<file path="config.mk">
export PLATFORM = sky130hd
export DESIGN_NAME = uart_tx
export DESIGN_NICKNAME = d
export VERILOG_FILES = /design/src/rtl/uart_tx.sv
export SDC_FILE = /design/constraint.sdc
export NUM_CORES = 1
export LEC_CHECK = 0
export CAP_MARGIN = 10
export CORE_MARGIN = 1
export CORE_UTILIZATION = 60
export CTS_BUF_LIST = sky130_fd_sc_hd__clkbuf_4
export DETAILED_ROUTE_END_ITERATION = 12
export PLACE_DENSITY = 0.86
export RECOVER_POWER = 100
export SLEW_MARGIN = 0
export SYNTH_ARGS = -nofsm -noshare
export SYNTH_HDL_FRONTEND = slang
export SYNTH_SLANG_ARGS = --single-unit
</file>
<file path="constraint.sdc">
create_clock -name Clk -period 2.8 [get_ports Clk]
set_input_delay 0.42 -clock Clk [delete_from_list [all_inputs] [get_ports Clk]]
set_output_delay 0.42 -clock Clk [all_outputs]
set_load 0.005 [all_outputs]
</file>
<file path="src/rtl/uart_tx.sv">
// UART transmitter: one word per Data_Valid handshake, sent as start bit, LSB-first data,
// optional parity and one stop bit, each held for Prescale clock cycles.
module uart_tx #(
  parameter int out_width = 8
) (
  input  logic                 Clk,
  input  logic                 Rst,
  input  logic [out_width-1:0] P_DATA,
  input  logic                 Data_Valid,
  input  logic                 Parity_EN,
  input  logic                 Parity_type,
  input  logic [3:0]           Prescale,
  output logic                 TX_OUT,
  output logic                 Busy
);

  // state  | meaning
  // IDLE   | line high, waiting for Data_Valid
  // START  | start bit (low)
  // DATA   | data bits, LSB first, from the shift register
  // PARITY | parity of the latched word
  // STOP   | stop bit (high); Busy drops at its final edge

  localparam int IW = (out_width > 1) ? $clog2(out_width) : 1;
  localparam logic [IW-1:0] LAST_BIT = IW'(out_width - 1);

  typedef enum logic [2:0] {IDLE, START, DATA, PARITY, STOP} state_t;

  state_t               state, state_nxt;
  logic [3:0]           cyc, cyc_nxt;
  logic [3:0]           per, per_nxt;
  logic [IW-1:0]        idx, idx_nxt;
  logic [out_width-1:0] shreg, shreg_nxt;
  logic                 par_en, par_en_nxt;
  logic                 par_bit, par_bit_nxt;
  logic                 tx_nxt, busy_nxt;
  logic                 wrap;

  // per is forced non-zero at accept, so per-1 is a valid last-cycle index
  assign wrap = (cyc == per - 4'd1);

  always_ff @(posedge Clk or negedge Rst) begin
    if (!Rst) begin
      state   <= IDLE;
      cyc     <= '0;
      per     <= '0;
      idx     <= '0;
      shreg   <= '0;
      par_en  <= 1'b0;
      par_bit <= 1'b0;
      TX_OUT  <= 1'b1;
      Busy    <= 1'b0;
    end else begin
      state   <= state_nxt;
      cyc     <= cyc_nxt;
      per     <= per_nxt;
      idx     <= idx_nxt;
      shreg   <= shreg_nxt;
      par_en  <= par_en_nxt;
      par_bit <= par_bit_nxt;
      TX_OUT  <= tx_nxt;
      Busy    <= busy_nxt;
    end
  end

  always_comb begin
    state_nxt   = state;
    cyc_nxt     = cyc;
    per_nxt     = per;
    idx_nxt     = idx;
    shreg_nxt   = shreg;
    par_en_nxt  = par_en;
    par_bit_nxt = par_bit;
    tx_nxt      = TX_OUT;
    busy_nxt    = Busy;

    if (state == IDLE) begin
      tx_nxt   = 1'b1;
      busy_nxt = 1'b0;
      if (Data_Valid) begin
        state_nxt   = START;
        shreg_nxt   = P_DATA;
        par_en_nxt  = Parity_EN;
        par_bit_nxt = (^P_DATA) ^ Parity_type;
        per_nxt     = (Prescale == 4'd0) ? 4'd1 : Prescale;
        cyc_nxt     = '0;
        idx_nxt     = '0;
        tx_nxt      = 1'b0;
        busy_nxt    = 1'b1;
      end
    end else if (!wrap) begin
      cyc_nxt = cyc + 4'd1;
    end else begin
      cyc_nxt = '0;
      case (state)
        START: begin
          state_nxt = DATA;
          tx_nxt    = shreg[0];
        end
        DATA: begin
          if (idx == LAST_BIT) begin
            if (par_en) begin
              state_nxt = PARITY;
              tx_nxt    = par_bit;
            end else begin
              state_nxt = STOP;
              tx_nxt    = 1'b1;
            end
          end else begin
            idx_nxt   = idx + 1'b1;
            shreg_nxt = shreg >> 1;
            tx_nxt    = shreg[1];
          end
        end
        PARITY: begin
          state_nxt = STOP;
          tx_nxt    = 1'b1;
        end
        STOP: begin
          state_nxt = IDLE;
          tx_nxt    = 1'b1;
          busy_nxt  = 1'b0;
        end
        default: begin
          state_nxt = IDLE;
          tx_nxt    = 1'b1;
          busy_nxt  = 1'b0;
        end
      endcase
    end
  end

endmodule
</file>
Word-level counts from Yosys, hierarchy flattened
Index checks and enable logic that the tools add are counted. Widths: inputs -> output; s select.

Register bits: 26. Input bits: 17. Output and inout port bits: 2.

$add $sub $neg: 3. Equal/unequal tests: 9. Mux-type cells: 30. Bitwise logic cells: 1. Reductions and logical operators: 10.

Operator list (number): $mux 8 (5); $mux 3 (10); $mux 4 (4); $mux 1 (9); $pmux 3 s3 (1); $reduce_xor 8->1 (1); $eq 3x2->1 const B (2); $add 4x1->4 const B (1); $eq 4x4->1 (1); $logic_not 4->1 (1); $ne 2x2->1 const B (2); $reduce_and 2->1 (2); $reduce_and 4->1 (1); $reduce_bool 2->1 (2); $sub 4x1->4 const B (1); $add 3x1->3 const B (1); $eq 3x1->1 const B (1); $eq 3x3->1 const B (1); $logic_not 3->1 (1); $ne 3x3->1 const B (1); $reduce_and 3->1 (1); $reduce_or 3->1 (1); $ne 2x1->1 const B (1); $pmux 1 s2 (1); $xor 1x1->1 (1).

Logic depth before layout (Yosys ltp)
Word-level depth: 5. Mapped depth: 8.

Worst setup path after synthesis
Ideal clock, no wire load.

Kind: reg2reg. Start: reg idx[0]. End: reg shreg[4]. Arrival: 1807 ps. Required time: 2718 ps. Path slack: 911 ps. Cell stages (with the launch flop): 8. Path buffers: 1. Clock period less this slack: 1889 ps. Path through: dfrtp_1 ha_1 ha_1 or3_1 o31ai_4 buf_2 nor2_1 a31oi_1.

Word-level cells in the longest chain between the ends: 3.

RTL lines: from (decl) (line 32) `logic [IW-1:0] idx, idx_nxt;`; from (signal assigned) (line 57) `idx <= idx_nxt;`; $eq 3x3->1 (line 101) `if (idx == LAST_BIT) begin`; $ne 2x2->1 (no line); $reduce_and 4->1 (no line); to (signal assigned) (line 58) `shreg <= shreg_nxt;`; to (decl) (line 33) `logic [out_width-1:0] shreg, shreg_nxt;`.

No other way between the ends. A chain may end at the register's enable or synchronous reset.

Final worst setup path
Start: reg idx[0]. End: reg shreg[5].

The elaborated chain is that of the path after synthesis.

==> run summary <==
The diode insertion count for antenna repair was 0; the part of the Yosys area used for sequential elements was 0.468. When the netlist entered floorplanning its net count stood at 165. The run gives 0.00944 ns as the final setup skew. The weighted congestion at the end of routability-driven global placement is 0.787.

The power share of the sequential group was 0.432. Wires add up to 2650 um. 19 I/O pins were placed.

The delay of the slowest cell on the worst path is 0.71 ns. The logs give 33 for the number of distinct library cells after synthesis and 27 for the pin count of the biggest net entering global routing. The run finished with clean final reports. The data arrival time at the worst-slack endpoint came out at 2.56 ns.

The proportion of total power due to net switching is 0.399, and the wire length of the first global-routing pass is 4540 um. STA puts the critical path data required time at 3.05 ns. Across the run, the number of max-cap violations was 0. After layout, the minimum clock period comes to 2.30 ns. The maximum achievable frequency is 434 MHz, and the post-route clock period utilization is 0.823. After clock tree synthesis, the repair step resized 0 gates.

The power per standard cell area is 1020 nW/um^2. The pre-CTS worst setup slack is 0.703 ns. The run gives 0.705 nW as the cell leakage power.

The type of origin of the critical path is a flop. The total congestion overflow is 0. The setup path with the least slack is of type reg2reg. The maximum fanout count along the critical path was 14; the slack of the worst reg-to-reg path was 0.50 ns.

Final-report max-slew violation count: 0. For this run, the leading register cell type out of synthesis is sky130_fd_sc_hd__dfrtp_1. TritonCTS built the clock tree. The detailed router finished its first iteration with 18 violations.

After floorplanning, the core was divided into 17 placement rows. Maximum level of the CTS H-tree: 1. In this run the mean area of a mapped cell was 9.67 um^2.

No sink is reached through more buffers than the 2 on the longest clock path. The tools report the fraction of power consumed by combinational cells as 0.467. Final net count: 185.

The run gives 2190 um^2 as the core footprint. The tree is rooted in a sky130_fd_sc_hd__clkbuf_4. Clock-pin slew was measured on the worst setup and hold paths at 0.13 ns. Walking the worst path, the cells encountered are ha_1 > ha_1 > or3_1 > o31ai_2 > nor2_1 > a31oi_1. Using the TritonRoute via totals, the vias-per-cell ratio works out to 5.73. The synthesis warning total was 0; the total negative slack for setup checks was 0 ns. The floorplan step set the die height to 50.2 um. The logs give 26 for the number of sinks handled by clock tree synthesis and 0 for the total DRC errors in the routed layout.

From left edge to right edge, the die measures 50.2 um. The detailed-route via count is 1,094, and the worst setup slack after layout is 0.496 ns. On the critical path, the stage with the largest delay is an instance of sky130_fd_sc_hd__o31ai_2. The count of input and output buffers is 18. The hold violation total from the final report is 0. The internal portion of total power was 986 uW; the summed instance area of the synthesized netlist was 1390 um^2. The tightest min-delay check is of the reg2reg type. The proportion of synthesized flip-flops having asynchronous set or reset came out at 1.00.

The cell repeated most along the worst path was sky130_fd_sc_hd__ha_1. For the worst-skew pair later-pin latency, the log shows 0.33 ns. The TritonCTS buffer count is 3. The cell count after synthesis came out at 144. Area overhead of the layout relative to synthesis: 15.6%.

The logs give 0 for the initial antenna violation count and 653 uW for the power spent charging and discharging nets. The synthesized design contains 0 enable-type register cells. The fraction of final layout cells with drive strength greater than 1 is 0.0613.

The measured slew at the worst slew-check pin is 1.36 ns, and the number of buffers added to fix hold violations after cts is 0. In the final routed layout, each cell accounts on average for 13.9 um. IR analysis of the VDD net gives a maximum drop of 663 uV.

Setup repair after global routing left no endpoint under its margin. The count of nets left with antenna violations once routing finished came out at 0. The initial core utilization is 0.636. Before antenna repair, the detailed router went through 4 iterations. Combined global-route utilization of all metal layers: 0.247. Counting flops and latches in the post-synthesis netlist gives 26. The worst setup path is captured at a flop.

The run gives 1,074 as the number of global-route vias before repair. Part of the total power dissipated in the clock network: 0.101. Once detailed placement completed, the half-perimeter wirelength came to 2030 um.

For the headroom to the max-slew limit, the log shows 0.0963. Setup violations remaining at the end of the flow were counted as 0. After clock tree synthesis, the setup repair step added 0 buffers. The die covers 2520 um^2.
-- worst max-delay path: cells and delay by family (launching register included) --
kind / cells / cell delay, ns
adders and majority gates: 2 / 0.43
AOI/OAI and AO/OA: 2 / 0.89
and+or+nand+nor: 2 / 0.50
DFF: 1 / 0.43
-- cells by family (layout without fill, tap and decap cells) --
family                     after synthesis  after routing  synth area share
DFF                                     26             26             0.468
muxes                                    8              8            0.0611
AOI/OAI and AO/OA                       21             21             0.106
and+or+nand+nor                         62             62             0.208
adders and majority gates                4              4            0.0359
xor gates and xnor gates                13             13            0.0916
buffers and inverters                   10             29            0.0288
-- flip-flops by register name, summed over array words and instances (netlist names) --
name	count
TX_OUT	1
Busy	1
idx	3
per	4
par_en	1
par_bit	1
cyc	4
shreg	8
state	3
-- stage by stage --
stage	std cells	hold WS [ns]	cell area, um^2	utilization	power (mW)
finish	191	0.509	1610	0.735	1.64
global route	191	0.526	1610	0.735	1.78
CTS	191	0.450	1630	0.743	1.69
detailed placement	187	0.493	1600	0.731	1.53
global placement	187	0.469	1600	0.731	1.47
floorplan	144	0.124	1390	-	1.32
-- final timing paths --
check                      startpoint        to  depth (start not counted)
max                            idx[0]  shreg[5]                          6
min                            idx[0]    idx[0]                          1
max reg2reg                    idx[0]  shreg[5]                          6
min reg2reg                    idx[0]    idx[0]                          1
max in group asynchronous         Rst    idx[2]                          2
min in group asynchronous         Rst    cyc[2]                          2
-- placed cells by master, fill, tap and decap left out, drive strengths merged, types with 2 or more instances in the layout --
master / count
inv: 5
xor2: 3
dlygate4sd3: 2
or3: 2
mux2: 4
nor3: 6
clkdlybuf4s50: 16
dfrtp: 25
nand2: 30
o21ai: 6
nand2b: 2
xnor2: 9
nor2: 9
o211ai: 2
mux2i: 4
ha: 4
nand3: 6
o21bai: 2
clkbuf: 4
a31oi: 7
-- metal layers --
metal  up-vias  global-route usage  wire length [um]  part of all wire
li1        536                   -                 -                 -
met1       526               0.296              1190              0.45
met2        26               0.431              1290              0.49
met3         6              0.0364               112             0.042
met4         0               0.114                52             0.020
met5         -                   0                 0                 0
-- Yosys cell counts, types with 2 or more instances --
library cell                n  share of area
sky130_fd_sc_hd__a31oi_1    7          0.031
sky130_fd_sc_hd__buf_2      2         0.0072
sky130_fd_sc_hd__clkbuf_1   3         0.0081
sky130_fd_sc_hd__dfrtp_1   25           0.45
sky130_fd_sc_hd__ha_1       4          0.036
sky130_fd_sc_hd__inv_1      5          0.013
sky130_fd_sc_hd__mux2_2     4          0.032
sky130_fd_sc_hd__mux2i_1    4          0.029
sky130_fd_sc_hd__nand2_1   30          0.081
sky130_fd_sc_hd__nand2b_1   2         0.0090
sky130_fd_sc_hd__nand3_1    5          0.018
sky130_fd_sc_hd__nor2_1     9          0.024
sky130_fd_sc_hd__nor3_1     6          0.022
sky130_fd_sc_hd__o211ai_1   2          0.011
sky130_fd_sc_hd__o21ai_0    6          0.022
sky130_fd_sc_hd__o21bai_1   2          0.011
sky130_fd_sc_hd__or3_1      2         0.0090
sky130_fd_sc_hd__xnor2_1    9          0.057
sky130_fd_sc_hd__xor2_1     3          0.019
-- power by group through the flow --
stage	Sequential, mW	Clock (mW)	Combinational [mW]
after floorplan	0.675	0	0.645
after global placement	0.706	0	0.767
after detailed placement	0.716	0	0.810
after CTS	0.708	0.169	0.810
after global routing	0.730	0.179	0.868
final	0.708	0.166	0.765
-- cell type report --
cell class                      count  area [um^2]
Multi-Input combinational cell    108          687
Sequential cell                    26          652
Fill cell                         167          581
Timing Repair Buffer               20          191
Tap cell                           28         35.0
Clock buffer                        3         22.5
Inverter                            5         18.8
Clock inverter                      1         3.75
(Power assumes the default switching activity.)
==> edit 1: new RTL, same settings <==
Take the reset off `shreg` and load it in a clocked block of its own.
--- a/src/rtl/uart_tx.sv
+++ b/src/rtl/uart_tx.sv
@@ -45,7 +45,6 @@
       cyc     <= '0;
       per     <= '0;
       idx     <= '0;
-      shreg   <= '0;
       par_en  <= 1'b0;
       par_bit <= 1'b0;
       TX_OUT  <= 1'b1;
@@ -55,12 +54,15 @@
       cyc     <= cyc_nxt;
       per     <= per_nxt;
       idx     <= idx_nxt;
-      shreg   <= shreg_nxt;
       par_en  <= par_en_nxt;
       par_bit <= par_bit_nxt;
       TX_OUT  <= tx_nxt;
       Busy    <= busy_nxt;
     end
+  end
+
+  always_ff @(posedge Clk) begin
+    shreg <= shreg_nxt;
   end
 
   always_comb begin
Formal check against the unedited RTL: same outputs for any inputs over 10 cycles, from zero or initial values and one cycle with Rst low; that may be too few to reach the edited logic, so the function may still have changed.
==> edit 1 against the unedited design <==
- cell count shrank 1.6%
- area after synthesis grew 2.3%
- worst setup slack lost 0.091 ns
- final area grew 3.0%
- sequential cell count is the same
- power grew 12%
- highest routed layer unchanged
- count of clock-buffer cells in the layout is the same
- combinational power grew 16%
- wire length grew 6.2%
- largest cell class is now registers
- largest power group unchanged
==> edit 1: results (changes against the unedited design) <==
Parameter                              Value

Setup path
  Flop-to-flop setup slack ... 0.40 ns (-0.09 ns)
  R2r startpoint ... state[1]
  Endpoint arrival time on the critical path ... 2.41 ns (-0.15 ns)
  Max Fanout on Critical Path ... 12 (-2)
  Endpoint of the worst register-to-register path ... shreg[5]

Synthesis
  Number of flops mapped to enable cells by yosys ... 8 (+8)
  Largest cells by area after synthesis ... sky130_fd_sc_hd__dfrtp_1, sky130_fd_sc_hd__edfxtp_1, sky130_fd_sc_hd__nand2_1
  Fraction of the yosys area taken by sequential cells ... 0.486 (+0.0174)
  Top post-synthesis cells by count ... sky130_fd_sc_hd__nand2_1, sky130_fd_sc_hd__dfrtp_1, sky130_fd_sc_hd__o21ai_0
  Syn Nets ... 163 (-1.2%)

Hold path
  WHS Path Cells ... 2 (+1)
  Endpoint of the worst hold path ... shreg[4]
  Min-Delay Startpoint ... shreg[5]

Place
  Worst slack, placed ... 0.661 ns (-0.0422 ns)
  Weighted congestion reported at the end of routability-driven placement ... 0.780 (-0.84%)
  Dpl cell area ... 1630 µm² (+1.6%)
  Hpwl dp ... 2120 µm (+4.6%)

Detailed routing
  Wire length per cell after detailed routing ... 15.0 µm (+7.9%)
  Vias per std cell ... 5.93 (+3.5%)

STA
  Final worst clock skew ... 0.00408 ns (-0.00537 ns)
  Pin slew with the least headroom to its limit ... 0.839 ns (-0.517 ns)

Pwr
  Leakage Power ... 0.684 nW (-3.0%)
  Worst ir drop on vdd ... 0.987 mV (+49%)

GRT
  Combined global-route utilization of all metal layers ... 0.259 (+0.0120)
  Wire length of the first global-routing pass ... 4800 µm (+5.6%)
  Largest net degree at the start of global routing ... 21 (-22%)

Cells and area
  Count of fill cells added during filler insertion ... 179 (+7.2%)
  Post-layout net count ... 182 (-1.6%)

Run status
  Run status ... complete, no violations
edit 1: cell types whose count changed after synthesis, moves of 5 or more:
cell                       unedited run  this run
sky130_fd_sc_hd__dfrtp_1             25        17
sky130_fd_sc_hd__o211ai_1             2         7
sky130_fd_sc_hd__a31oi_1              7         1
sky130_fd_sc_hd__edfxtp_1             0         8
sky130_fd_sc_hd__nor2_1               9         2
sky130_fd_sc_hd__o21ai_0              6        11
edit 1: kinds of logic (layout without fill, tap and decap cells):
family          Yosys count  count (layout)  synth area share
simple gates             58              58             0.190
xor+xnor                 12              12            0.0931
compound gates           28              28             0.135
buf+inv                  10              28            0.0299
fa+ha+maj                 4               4            0.0351
mux                       4               4            0.0316
flops                    26              26             0.486
edit 1: area by class of cell:
| cell class | count | area, µm² | share of cell area |
|---|---|---|---|
| sequential | 26 | 692 | 0.417 |
| timing repair buffer | 20 | 191 | 0.115 |
| clock buffer | 3 | 22.5 | 0.0136 |
| multi-input combinational | 106 | 673 | 0.406 |
| tap | 28 | 35.0 | 0.0211 |
| clock inverter | 1 | 30.0 | 0.0181 |
| inverter | 4 | 15.0 | 0.00905 |
edit 1: routing by layer:
| layer | track usage | wire length (µm) | up-vias |
|---|---|---|---|
| met2 | 0.402 | 1430 | 41 |
| li1 | - | - | 538 |
| met3 | 0.0485 | 143 | 10 |
| met1 | 0.347 | 1170 | 526 |
| met4 | 0.125 | 75 | 0 |
| met5 | 0 | 0 | - |
edit 1: stage by stage:
stage | instances | utilization
final | 188 | 0.743
after global routing | 188 | 0.743
after CTS | 188 | 0.752
after detailed placement | 184 | 0.729
after global placement | 184 | 0.729
after floorplan | 142 | -
edit 1: worst max-delay path by stage:
stage | endpoint | slack (ns) | depth (start not counted)
after floorplan | shreg[0] | 0.89 | 7
after global placement | shreg[7] | 0.69 | 4
after detailed placement | shreg[6] | 0.66 | 4
after CTS | shreg[4] | 0.63 | 4
after global routing | shreg[4] | 0.25 | 5
final | shreg[5] | 0.40 | 5
edit 1: critical path: stages (launching register included):
cell and delay, ns:
sky130_fd_sc_hd__dfrtp_1 0.48, sky130_fd_sc_hd__nor3_1 0.21, sky130_fd_sc_hd__clkbuf_1 0.45, sky130_fd_sc_hd__nand2_1 0.39
sky130_fd_sc_hd__o31ai_1 0.15, sky130_fd_sc_hd__and2_1 0.39
edit 1: power by group:
part	leakage, nW	total (mW)	internal, mW	switching (mW)
sequential	0.281	0.690	0.555	0.135
clock	0.0279	0.259	0.145	0.114
combinational	0.375	0.889	0.393	0.496
==> edit 2: new RTL, same flow settings <==
Made on the original files. Set the parameter `out_width` to 4 (it was 8).
--- a/src/rtl/uart_tx.sv
+++ b/src/rtl/uart_tx.sv
@@ -1,7 +1,7 @@
 // UART transmitter: one word per Data_Valid handshake, sent as start bit, LSB-first data,
 // optional parity and one stop bit, each held for Prescale clock cycles.
 module uart_tx #(
-  parameter int out_width = 8
+  parameter int out_width = 4
 ) (
   input  logic                 Clk,
   input  logic                 Rst,
Ports: changed (resized P_DATA); port bits go from 19 to 15. No check against the original RTL was run, so the function may have changed too.
==> edit 2 against the unedited design <==
- critical path depth fell by 2
- wire length decreased by 24%
- worst setup slack worse by 0.062 ns
- sequential share of layout area down 0.65 points
- clock power is 9% lower
- area after synthesis decreased by 17%
- sequential cell count is 5 lower
- largest cell class unchanged
- final area is 18% lower
- power fell by 17%
==> edit 2: results (changes against the unedited design) <==
Parameter                              Value

Cells and area
  Leading registers by flop count ... cyc (4), per (4), shreg (4)
  Share of layout cells above drive strength 1 ... 0.0763 (+0.0150)

Clock network
  Clock transition at path regs ... 0.11 ns (-0.02 ns)
  Clock latency reported for the late side of the worst-skew pair ... 0.29 ns (-0.04 ns)

STA
  Final worst clock skew ... 0.00443 ns (-0.00501 ns)
  Worst hold slack ... 0.498 ns (-0.0103 ns)
  Final Critical Period ... 2.37 ns (+0.0618 ns)

Synthesis
  Largest cells by area after synthesis ... sky130_fd_sc_hd__dfrtp_1, sky130_fd_sc_hd__nand2_1, sky130_fd_sc_hd__xnor2_1
  Fraction of the yosys area taken by sequential cells ... 0.453 (-0.0149)
  Mapped Cells ... 116 (-19%)
  Synth cell types ... 36 (+9.1%)
  Top post-synthesis cells by count ... sky130_fd_sc_hd__nand2_1, sky130_fd_sc_hd__dfrtp_1, sky130_fd_sc_hd__o21ai_0
  Syn Nets ... 132 (-20%)

Pwr
  Internal Pwr Total ... 823 µW (-17%)
  Switching power share of the total ... 0.398 (-0.000741)

Setup path
  CP peak stage delay ... 0.75 ns (+0.04 ns)
  Length in cells of the worst reg-to-reg path ... 4 (-2)
  Endpoint of the worst register-to-register path ... shreg[1]
  Critical path's top delay family ... simple AND/OR/NAND/NOR gates

GRT
  Wire length of the first global-routing pass ... 3530 µm (-22%)

Run status
  Run status ... complete, no violations

Place
  Number of buffers added on ports ... 14 (-4)
  Worst slack, placed ... 0.597 ns (-0.107 ns)
  Dpl cell area ... 1320 µm² (-17%)

Detailed routing
  Starting DRC count in detailed routing ... 14 (-4)
-- edit 2: cell families after synthesis --
kind of cell,count (synthesis),share of synthesized area
adders and majority gates,3,0.0323
and+or+nand+nor,42,0.180
xor gates and xnor gates,11,0.0893
buffers and inverters,10,0.0344
DFF,21,0.453
muxes,10,0.102
AOI/OAI and AO/OA,19,0.109
-- edit 2: metal layers --
layer | vias up | track usage | part of all wire | routed length [µm]
met3 | 2 | 0.0357 | 0.030 | 61
met2 | 18 | 0.377 | 0.48 | 968
met4 | 0 | 0.0529 | 0.0069 | 14
li1 | 430 | - | - | -
met5 | - | 0 | 0 | 0
met1 | 424 | 0.327 | 0.48 | 976
-- edit 2: cell type report --
cell class,instances,area [µm²]
Multi-Input combinational cell,85,568
Sequential cell,21,527
Fill cell,145,442
Timing Repair Buffer,15,144
Tap cell,25,31.3
Clock buffer,4,30.0
Inverter,6,22.5
